### src/rtl/ex_stage_pkg.sv
// ex_stage_pkg: shared operation codes, memory op codes and divider states for the execute stage
package ex_stage_pkg;
  localparam int DATA_W = 32;
  typedef enum logic [4:0] {
    ALU_NOP = 5'd0, ALU_OR, ALU_MOV, ALU_MULT, ALU_DIV,
    ALU_LW, ALU_LB, ALU_LH, ALU_LBU, ALU_LHU, ALU_SW, ALU_SB, ALU_SH
  } alu_op_e;
  typedef enum logic [3:0] {
    MEM_NOP = 4'd0, MEM_LW, MEM_LB, MEM_LH, MEM_LBU, MEM_LHU, MEM_SW, MEM_SB, MEM_SH
  } mem_op_e;
  typedef enum logic [1:0] {DIV_IDLE, DIV_BUSY, DIV_DONE} div_state_e;
  function automatic logic [3:0] mem_op(input logic [4:0] op);
    case (op)
      ALU_LW:  return MEM_LW;
      ALU_LB:  return MEM_LB;
      ALU_LH:  return MEM_LH;
      ALU_LBU: return MEM_LBU;
      ALU_LHU: return MEM_LHU;
      ALU_SW:  return MEM_SW;
      ALU_SB:  return MEM_SB;
      ALU_SH:  return MEM_SH;
      default: return MEM_NOP;
    endcase
  endfunction
endpackage

### src/rtl/ex_stage_if.sv
// ex_stage_if: ID/EX bundle into the execute stage and the EX result/bypass bundle out of it
// slave = execute stage (consumes *_i, drives *_o); master = the surrounding pipeline
interface ex_stage_if;
  logic [4:0]  ALUop_i;
  logic [31:0] oprand1_i;
  logic [31:0] oprand2_i;
  logic        signed_i;
  logic [4:0]  writeAddr_i;
  logic        writeEnable_i;
  logic [1:0]  writeHILO_i;
  logic [31:0] inst_i;
  logic        stall_i;
  logic        flush_i;
  logic [4:0]  writeAddr_o;
  logic        writeEnable_o;
  logic [1:0]  writeHILO_o;
  logic [31:0] writeHI_data_o;
  logic [31:0] writeLO_data_o;
  logic [3:0]  ramOp_o;
  logic [31:0] ramAddr_o;
  logic [31:0] ramData_o;
  logic        pauseRequest_o;
  modport master (
    output ALUop_i, oprand1_i, oprand2_i, signed_i, writeAddr_i, writeEnable_i,
           writeHILO_i, inst_i, stall_i, flush_i,
    input  writeAddr_o, writeEnable_o, writeHILO_o, writeHI_data_o, writeLO_data_o,
           ramOp_o, ramAddr_o, ramData_o, pauseRequest_o
  );
  modport slave (
    input  ALUop_i, oprand1_i, oprand2_i, signed_i, writeAddr_i, writeEnable_i,
           writeHILO_i, inst_i, stall_i, flush_i,
    output writeAddr_o, writeEnable_o, writeHILO_o, writeHI_data_o, writeLO_data_o,
           ramOp_o, ramAddr_o, ramData_o, pauseRequest_o
  );
endinterface

### src/rtl/ex_stage_div_iter.sv
// ex_stage_div_iter: iterative restoring 32-bit divider with signed fixup
// in: clk, rst, i_start, i_abort, i_stall, i_signed, i_dividend, i_divisor
// out: o_busy (hold pipeline), o_done (result valid), o_quotient, o_remainder
module ex_stage_div_iter import ex_stage_pkg::*; #(
  parameter int DIV_CYCLES = 32
) (
  input  logic        clk,
  input  logic        rst,
  input  logic        i_start,
  input  logic        i_abort,
  input  logic        i_stall,
  input  logic        i_signed,
  input  logic [31:0] i_dividend,
  input  logic [31:0] i_divisor,
  output logic        o_busy,
  output logic        o_done,
  output logic [31:0] o_quotient,
  output logic [31:0] o_remainder
);
  localparam int CW = $clog2(DIV_CYCLES);
  div_state_e r_state, w_next;
  logic [CW-1:0] r_cnt;
  logic [31:0] r_quot, r_rem, r_dvs;
  logic r_neg_q, r_neg_r;
  logic w_a_neg, w_b_neg, w_zero, w_accept;
  logic [32:0] w_shift, w_diff;
  assign w_a_neg  = i_signed & i_dividend[31];
  assign w_b_neg  = i_signed & i_divisor[31];
  assign w_zero   = i_divisor == '0;
  assign w_accept = r_state == DIV_IDLE && i_start && !i_abort;
  // r_quot doubles as the dividend shift register; its MSB feeds the partial remainder
  assign w_shift  = {r_rem, r_quot[31]};
  assign w_diff   = w_shift - {1'b0, r_dvs};
  always_comb begin
    w_next = i_abort ? DIV_IDLE :
             r_state == DIV_IDLE ? (i_start ? (w_zero ? DIV_DONE : DIV_BUSY) : DIV_IDLE) :
             r_state == DIV_BUSY ? (r_cnt == CW'(DIV_CYCLES - 1) ? DIV_DONE : DIV_BUSY) :
             (i_stall ? DIV_DONE : DIV_IDLE);
  end
  always_ff @(posedge clk) begin
    if (rst) begin
      r_state <= DIV_IDLE;
      r_cnt   <= '0;
      r_quot  <= '0;
      r_rem   <= '0;
      r_dvs   <= '0;
      r_neg_q <= 1'b0;
      r_neg_r <= 1'b0;
    end else begin
      r_state <= w_next;
      if (w_accept) begin
        // divide-by-zero bypasses the iterations: LO = all ones, HI = raw dividend
        r_cnt   <= '0;
        r_quot  <= w_zero ? '1 : (w_a_neg ? -i_dividend : i_dividend);
        r_rem   <= w_zero ? i_dividend : '0;
        r_dvs   <= w_b_neg ? -i_divisor : i_divisor;
        r_neg_q <= !w_zero && (w_a_neg ^ w_b_neg);
        r_neg_r <= !w_zero && w_a_neg;
      end else if (r_state == DIV_BUSY) begin
        // w_diff[32] is the borrow: set when the shifted remainder is below the divisor
        r_cnt  <= r_cnt + 1'b1;
        r_quot <= {r_quot[30:0], ~w_diff[32]};
        r_rem  <= w_diff[32] ? w_shift[31:0] : w_diff[31:0];
      end
    end
  end
  assign o_busy      = (r_state == DIV_IDLE && i_start) || r_state == DIV_BUSY;
  assign o_done      = r_state == DIV_DONE;
  assign o_quotient  = r_neg_q ? -r_quot : r_quot;
  assign o_remainder = r_neg_r ? -r_rem : r_rem;
endmodule

### src/rtl/ex_stage.sv
// ex_stage: MIPS32 execute stage - ALU/MULT results, memory address/data, iterative DIV with pipeline pause
// ports: clk, rst (sync, active-high), bus (ex_stage_if.slave: ID/EX bundle in, EX/MEM + bypass bundle out)
module ex_stage import ex_stage_pkg::*; #(
  parameter int DIV_CYCLES = 32
) (
  input  logic clk,
  input  logic rst,
  ex_stage_if.slave bus
);
  logic w_busy, w_done, w_start, w_store, w_unused;
  logic [31:0] w_quot, w_rem, w_addr;
  logic signed [63:0] w_prod;
  assign w_start  = bus.ALUop_i == ALU_DIV;
  assign w_store  = bus.ALUop_i inside {ALU_SW, ALU_SB, ALU_SH};
  assign w_addr   = bus.oprand1_i + {{16{bus.inst_i[15]}}, bus.inst_i[15:0]};
  assign w_prod   = $signed(bus.oprand1_i) * $signed(bus.oprand2_i);
  assign w_unused = ^bus.inst_i[31:16];
  ex_stage_div_iter #(.DIV_CYCLES(DIV_CYCLES)) u_div_iter (
    .clk         (clk),
    .rst         (rst),
    .i_start     (w_start),
    .i_abort     (bus.flush_i),
    .i_stall     (bus.stall_i),
    .i_signed    (bus.signed_i),
    .i_dividend  (bus.oprand1_i),
    .i_divisor   (bus.oprand2_i),
    .o_busy      (w_busy),
    .o_done      (w_done),
    .o_quotient  (w_quot),
    .o_remainder (w_rem)
  );
  always_comb begin
    bus.writeAddr_o    = bus.writeAddr_i;
    bus.writeEnable_o  = bus.writeEnable_i;
    bus.writeHILO_o    = bus.writeHILO_i;
    bus.writeHI_data_o = '0;
    bus.writeLO_data_o = '0;
    bus.ramOp_o        = mem_op(bus.ALUop_i);
    bus.ramAddr_o      = w_addr;
    bus.ramData_o      = w_store ? bus.oprand2_i : '0;
    bus.pauseRequest_o = w_busy && !bus.flush_i;
    case (bus.ALUop_i)
      ALU_OR:   bus.writeLO_data_o = bus.oprand1_i | bus.oprand2_i;
      ALU_MOV:  begin
        bus.writeHI_data_o = bus.oprand1_i;
        bus.writeLO_data_o = bus.oprand1_i;
      end
      ALU_MULT: {bus.writeHI_data_o, bus.writeLO_data_o} = w_prod;
      ALU_DIV:  begin
        // only a finished divide is ever exposed on HI/LO or the bypass
        bus.writeHILO_o    = w_done ? 2'b11 : 2'b00;
        bus.writeHI_data_o = w_done ? w_rem : '0;
        bus.writeLO_data_o = w_done ? w_quot : '0;
      end
      default: ;
    endcase
    if (bus.flush_i) begin
      bus.writeEnable_o = 1'b0;
      bus.writeHILO_o   = 2'b00;
      bus.ramOp_o       = MEM_NOP;
    end
    if (rst) begin
      bus.writeAddr_o    = '0;
      bus.writeEnable_o  = 1'b0;
      bus.writeHILO_o    = 2'b00;
      bus.writeHI_data_o = '0;
      bus.writeLO_data_o = '0;
      bus.ramOp_o        = MEM_NOP;
      bus.ramAddr_o      = '0;
      bus.ramData_o      = '0;
      bus.pauseRequest_o = 1'b0;
    end
  end
endmodule

### src/flat_wrapper.sv
// flat-port wrapper written by rule: the top's interface ports become plain ports
module ex_stage_flat import ex_stage_pkg::*;
#(
  parameter int DIV_CYCLES = 32
)
  (clk, rst, bus_ALUop_i, bus_oprand1_i, bus_oprand2_i, bus_signed_i, bus_writeAddr_i, bus_writeEnable_i, bus_writeHILO_i, bus_inst_i, bus_stall_i, bus_flush_i, bus_writeAddr_o, bus_writeEnable_o, bus_writeHILO_o, bus_writeHI_data_o, bus_writeLO_data_o, bus_ramOp_o, bus_ramAddr_o, bus_ramData_o, bus_pauseRequest_o);
  ex_stage_if bus_i ();
  input  logic clk;
  input  logic rst;
  input wire logic [$bits(bus_i.ALUop_i)-1:0] bus_ALUop_i;
  input wire logic [$bits(bus_i.oprand1_i)-1:0] bus_oprand1_i;
  input wire logic [$bits(bus_i.oprand2_i)-1:0] bus_oprand2_i;
  input wire logic [$bits(bus_i.signed_i)-1:0] bus_signed_i;
  input wire logic [$bits(bus_i.writeAddr_i)-1:0] bus_writeAddr_i;
  input wire logic [$bits(bus_i.writeEnable_i)-1:0] bus_writeEnable_i;
  input wire logic [$bits(bus_i.writeHILO_i)-1:0] bus_writeHILO_i;
  input wire logic [$bits(bus_i.inst_i)-1:0] bus_inst_i;
  input wire logic [$bits(bus_i.stall_i)-1:0] bus_stall_i;
  input wire logic [$bits(bus_i.flush_i)-1:0] bus_flush_i;
  output wire logic [$bits(bus_i.writeAddr_o)-1:0] bus_writeAddr_o;
  output wire logic [$bits(bus_i.writeEnable_o)-1:0] bus_writeEnable_o;
  output wire logic [$bits(bus_i.writeHILO_o)-1:0] bus_writeHILO_o;
  output wire logic [$bits(bus_i.writeHI_data_o)-1:0] bus_writeHI_data_o;
  output wire logic [$bits(bus_i.writeLO_data_o)-1:0] bus_writeLO_data_o;
  output wire logic [$bits(bus_i.ramOp_o)-1:0] bus_ramOp_o;
  output wire logic [$bits(bus_i.ramAddr_o)-1:0] bus_ramAddr_o;
  output wire logic [$bits(bus_i.ramData_o)-1:0] bus_ramData_o;
  output wire logic [$bits(bus_i.pauseRequest_o)-1:0] bus_pauseRequest_o;
  assign bus_i.ALUop_i = bus_ALUop_i;
  assign bus_i.oprand1_i = bus_oprand1_i;
  assign bus_i.oprand2_i = bus_oprand2_i;
  assign bus_i.signed_i = bus_signed_i;
  assign bus_i.writeAddr_i = bus_writeAddr_i;
  assign bus_i.writeEnable_i = bus_writeEnable_i;
  assign bus_i.writeHILO_i = bus_writeHILO_i;
  assign bus_i.inst_i = bus_inst_i;
  assign bus_i.stall_i = bus_stall_i;
  assign bus_i.flush_i = bus_flush_i;
  assign bus_writeAddr_o = bus_i.writeAddr_o;
  assign bus_writeEnable_o = bus_i.writeEnable_o;
  assign bus_writeHILO_o = bus_i.writeHILO_o;
  assign bus_writeHI_data_o = bus_i.writeHI_data_o;
  assign bus_writeLO_data_o = bus_i.writeLO_data_o;
  assign bus_ramOp_o = bus_i.ramOp_o;
  assign bus_ramAddr_o = bus_i.ramAddr_o;
  assign bus_ramData_o = bus_i.ramData_o;
  assign bus_pauseRequest_o = bus_i.pauseRequest_o;
  ex_stage #(.DIV_CYCLES(DIV_CYCLES)) u_core (.clk(clk), .rst(rst), .bus(bus_i));
endmodule
### config.mk
export PLATFORM = sky130hd
export DESIGN_NAME = ex_stage_flat
export DESIGN_NICKNAME = d
export VERILOG_FILES = /design/src/rtl/ex_stage_pkg.sv /design/src/rtl/ex_stage_if.sv /design/src/rtl/ex_stage_div_iter.sv /design/src/rtl/ex_stage.sv /design/src/flat_wrapper.sv
export SDC_FILE = /design/constraint.sdc
export NUM_CORES = 2
export LEC_CHECK = 0
export ABC_AREA = 1
export CORE_MARGIN = 4
export CORE_UTILIZATION = 29
export CTS_BUF_LIST = sky130_fd_sc_hd__clkbuf_8
export DETAILED_ROUTE_END_ITERATION = 10
export SLEW_MARGIN = 15
export SYNTH_ARGS = -nofsm -noshare
export SYNTH_HDL_FRONTEND = slang
export SYNTH_SLANG_ARGS = --single-unit
### constraint.sdc
create_clock -name clk -period 51.6 [get_ports clk]
set_clock_uncertainty 0.1 [all_clocks]
set_input_delay 15.48 -clock clk [delete_from_list [all_inputs] [get_ports clk]]
set_output_delay 15.48 -clock clk [all_outputs]
set_load 0.005 [all_outputs]
==> results.md <==
* Register area at 2100 sq um
* Hold Crit Class: reg2reg
* Outcome: completed
* Final hold vios at 0
* Total wire length at a little over 200 mm
* Grt ovf at 0
* Max-slew violations at 0
* Fillers at roughly 20,000
* Crit path kind: in2out
* Post-synth EDFFs at 0
* Synth top area share at 0.405
* Wire per inst at ~20 um
* RSZ-0062 raised after global routing: no
* CP endpoint kind: primary output
* Worst skew pair latency at around 0.47 ns
* Num rows at about 160
* Post-synthesis register bit count at 105
* Max Root-Sink Buffers at 2
* Post-Synthesis Cell Area at between 50,000 and 60,000 sq um
* Initial antenna violation count at 8
* Commonest cells post-synth: 2,110 x nand2_1, 2,090 x inv_1, 1,084 x fa_1, 429 x nor2_1, 341 x nand3_1
* Detailed Route Iter0 Violations at approximately 4,400
* Worst Hold Launch: u_core.u_div_iter.r_cnt[4]$_SDFFE_PP0P_
* Top-count cell post-synth: nand2_1
* Final critical-path required period at about 40 ns
* Post-CTS resize count at 0
* Global-route wire length before repair at approximately 310 mm
* Synth Instances at between 7,000 and 8,000
* Top cells by area, synth: fa_1 40%, nand2_1 15%, inv_1 15%
* Pre-antenna DRT Iters at 8
* Crit path arrival time at 25.13 ns
* Hold Path Stages at 2
* Full die area at 192,000 sq um
* Top_reg_cell synth: dfxtp_1
* FF-to-FF Start: u_core.u_div_iter.r_rem[9]$_SDFFE_PP0P_
* Post-Syn Nets at 9,263
* Area of the multi-input gates at approximately 42,000 sq um
* Required @ worst endpoint at approximately 36 ns
* Synth warn at 0
* Crit-path max FO at 35
* Syn avg cell area at between 6 and 7 sq um
* Drt drc at 0
* Hold_buf cts at 0
* CTS HTree Levels at 3
* Final net count at roughly 9,200
* Synth area leader: fa_1
* Layout area overhead at 8.29%
* Hpwl dp at around 160 mm
* Core Box Area at 183,000 sq um
* Clk sinks at between 100 and 150
* Clk slew on worst S/H paths at around 0.1 ns
* Die W at 438 um
* Root buffer cell: clkbuf_8
* Post-CTS Setup Inserts at 0
* FF-to-FF path depth at 14
* Yosys cell types at 61
* Layout cells sized above 1 at 0.0273
* Worst slew margin at 0.227
* Worst-margin pin slew at approximately 1.1 ns
* Max_cap viols at 0
* Remaining antenna violation count after routing at 0
* Sequential element share of the synthesized area at 0.0392
* CTS tree: built
* Ports at approximately 260
* I/O Buffers at 238
* Die height at around 440 um
* Sum Neg Setup Slack at 0 ns
* DR vias/cell at 4.83
* Fin crit share at 0.789
* Peak Freq at 24.6 MHz
* Num CTS Buffers at 9
* CP Launch Point: bus_oprand2_i[7]
* Via count at a little under 50,000
* Starting Density at 0.292
* Startpoint types: primary input
* Routability congestion estimate at between 1 and 1.5
* Async set or reset register ratio after synthesis at 0
* Final setup violation count at 0
* Vias in the first global route at slightly above 50,000
* Total GRT Usage at 0.212
* Largest net degree at the start of global routing at between 90 and 100
[layer usage]
layer / vias up / GRT usage / wire (um)
met3: 344 / 0.0221 / 13200
li1: 22700 / - / -
met4: 0 / 0.0930 / 11000
met2: 1819 / 0.359 / 97100
met5: - / 0 / 0
met1: 24600 / 0.272 / 82200
[cell type report]
class,instances,area share
sequential,105,0.0362
multi-input combinational,5245,0.725
inverter,2105,0.136
clock inverter,7,0.00112
antenna,3,0.000129
timing repair buffer,318,0.0465
clock buffer,9,0.00213
tap,2464,0.0531
[sequential cells by signal, indices dropped and copies added (netlist names)]
name,flops
u_core.u_div_iter.r_dvs,32
u_core.u_div_iter.r_quot,32
u_core.u_div_iter.r_rem,32
u_core.u_div_iter.r_cnt,5
u_core.u_div_iter.r_state,2
u_core.u_div_iter.r_neg_q,1
u_core.u_div_iter.r_neg_r,1
[per-stage QoR]
| step | utilization | setup slack [ns] | cell area, sq um | std cells | hold slack, ns |
|---|---|---|---|---|---|
| 2_1_floorplan | - | 13.52 | 53600 | 7812 | 0.340 |
| 3_3_place_gp | 0.316 | 10.92 | 57900 | 10200 | 0.353 |
| 3_5_place_dp | 0.316 | 10.84 | 57900 | 10200 | 0.360 |
| 4_1_cts | 0.317 | 10.82 | 58100 | 10300 | 0.376 |
| 5_1_grt | 0.317 | 10.50 | 58100 | 10300 | 0.396 |
| 6_report | 0.317 | 10.89 | 58100 | 10300 | 0.378 |
[cells in the final DEF, fill, tap and decap left out, types with 8 or more instances in the layout]
cell / instances
o21bai_1: 23
xor2_1: 44
o211ai_1: 33
buf_2: 55
buf_4: 81
a31oi_1: 23
nor4_1: 10
fa_1: 1084
o22ai_1: 19
nor2_1: 429
inv_1: 2093
nand3_1: 341
inv_2: 9
dfxtp_1: 105
clkbuf_8: 9
nand3b_1: 14
nand4_1: 56
nand2_1: 2110
nor2_2: 12
a21oi_1: 339
or2_2: 9
o21ai_1: 8
nand2_2: 11
clkdlybuf4s50_1: 181
o21ai_0: 271
xnor2_1: 23
nor3_1: 67
ha_1: 253
[kinds of logic (layout without fill, tap and decap cells)]
logic type,after synthesis,in the layout,share of synthesized area
AOI/OAI and AO/OA,749,749,0.0753
buffers and inverters,2462,2439,0.176
and+or+nand+nor,3092,3092,0.235
DFF,105,105,0.0392
other,0,3,0
adders and majority gates,1337,1337,0.464
xor gates and xnor gates,67,67,0.0109
[final timing paths]
kind / end / slack, ns
setup / recovery: bus_writeHI_data_o[27] / 10.89
setup reg to reg: u_core.u_div_iter.r_rem[10]$_SDFFE_PP0P_ / 48.06
hold / removal: u_core.u_div_iter.r_cnt[4]$_SDFFE_PP0P_ / 0.38
hold reg to reg: u_core.u_div_iter.r_cnt[4]$_SDFFE_PP0P_ / 0.38
[worst max-delay path, stage by stage]
cell,delay [ns]
clkdlybuf4s50_1,0.45
buf_4,0.46
nand2_1,0.10
inv_1,0.09
fa_1,0.40
inv_1,0.25
fa_1,0.47
inv_1,0.25
fa_1,0.51
fa_1,0.95
inv_1,0.46
fa_1,0.61
inv_1,0.06
fa_1,0.53
inv_1,0.05
fa_1,0.47
inv_1,0.05
fa_1,0.45
ha_1,0.48
nand3_1,0.24
nor3_1,0.46
nand2_1,0.17
nor3_1,0.16
nand2_1,0.18
nand3b_1,0.14
nand3_1,0.08
a21oi_1,0.45
clkdlybuf4s50_1,0.61
Power is not shown: default switching activity piles up to over one toggle a cycle in this logic, so the estimate is an artifact.
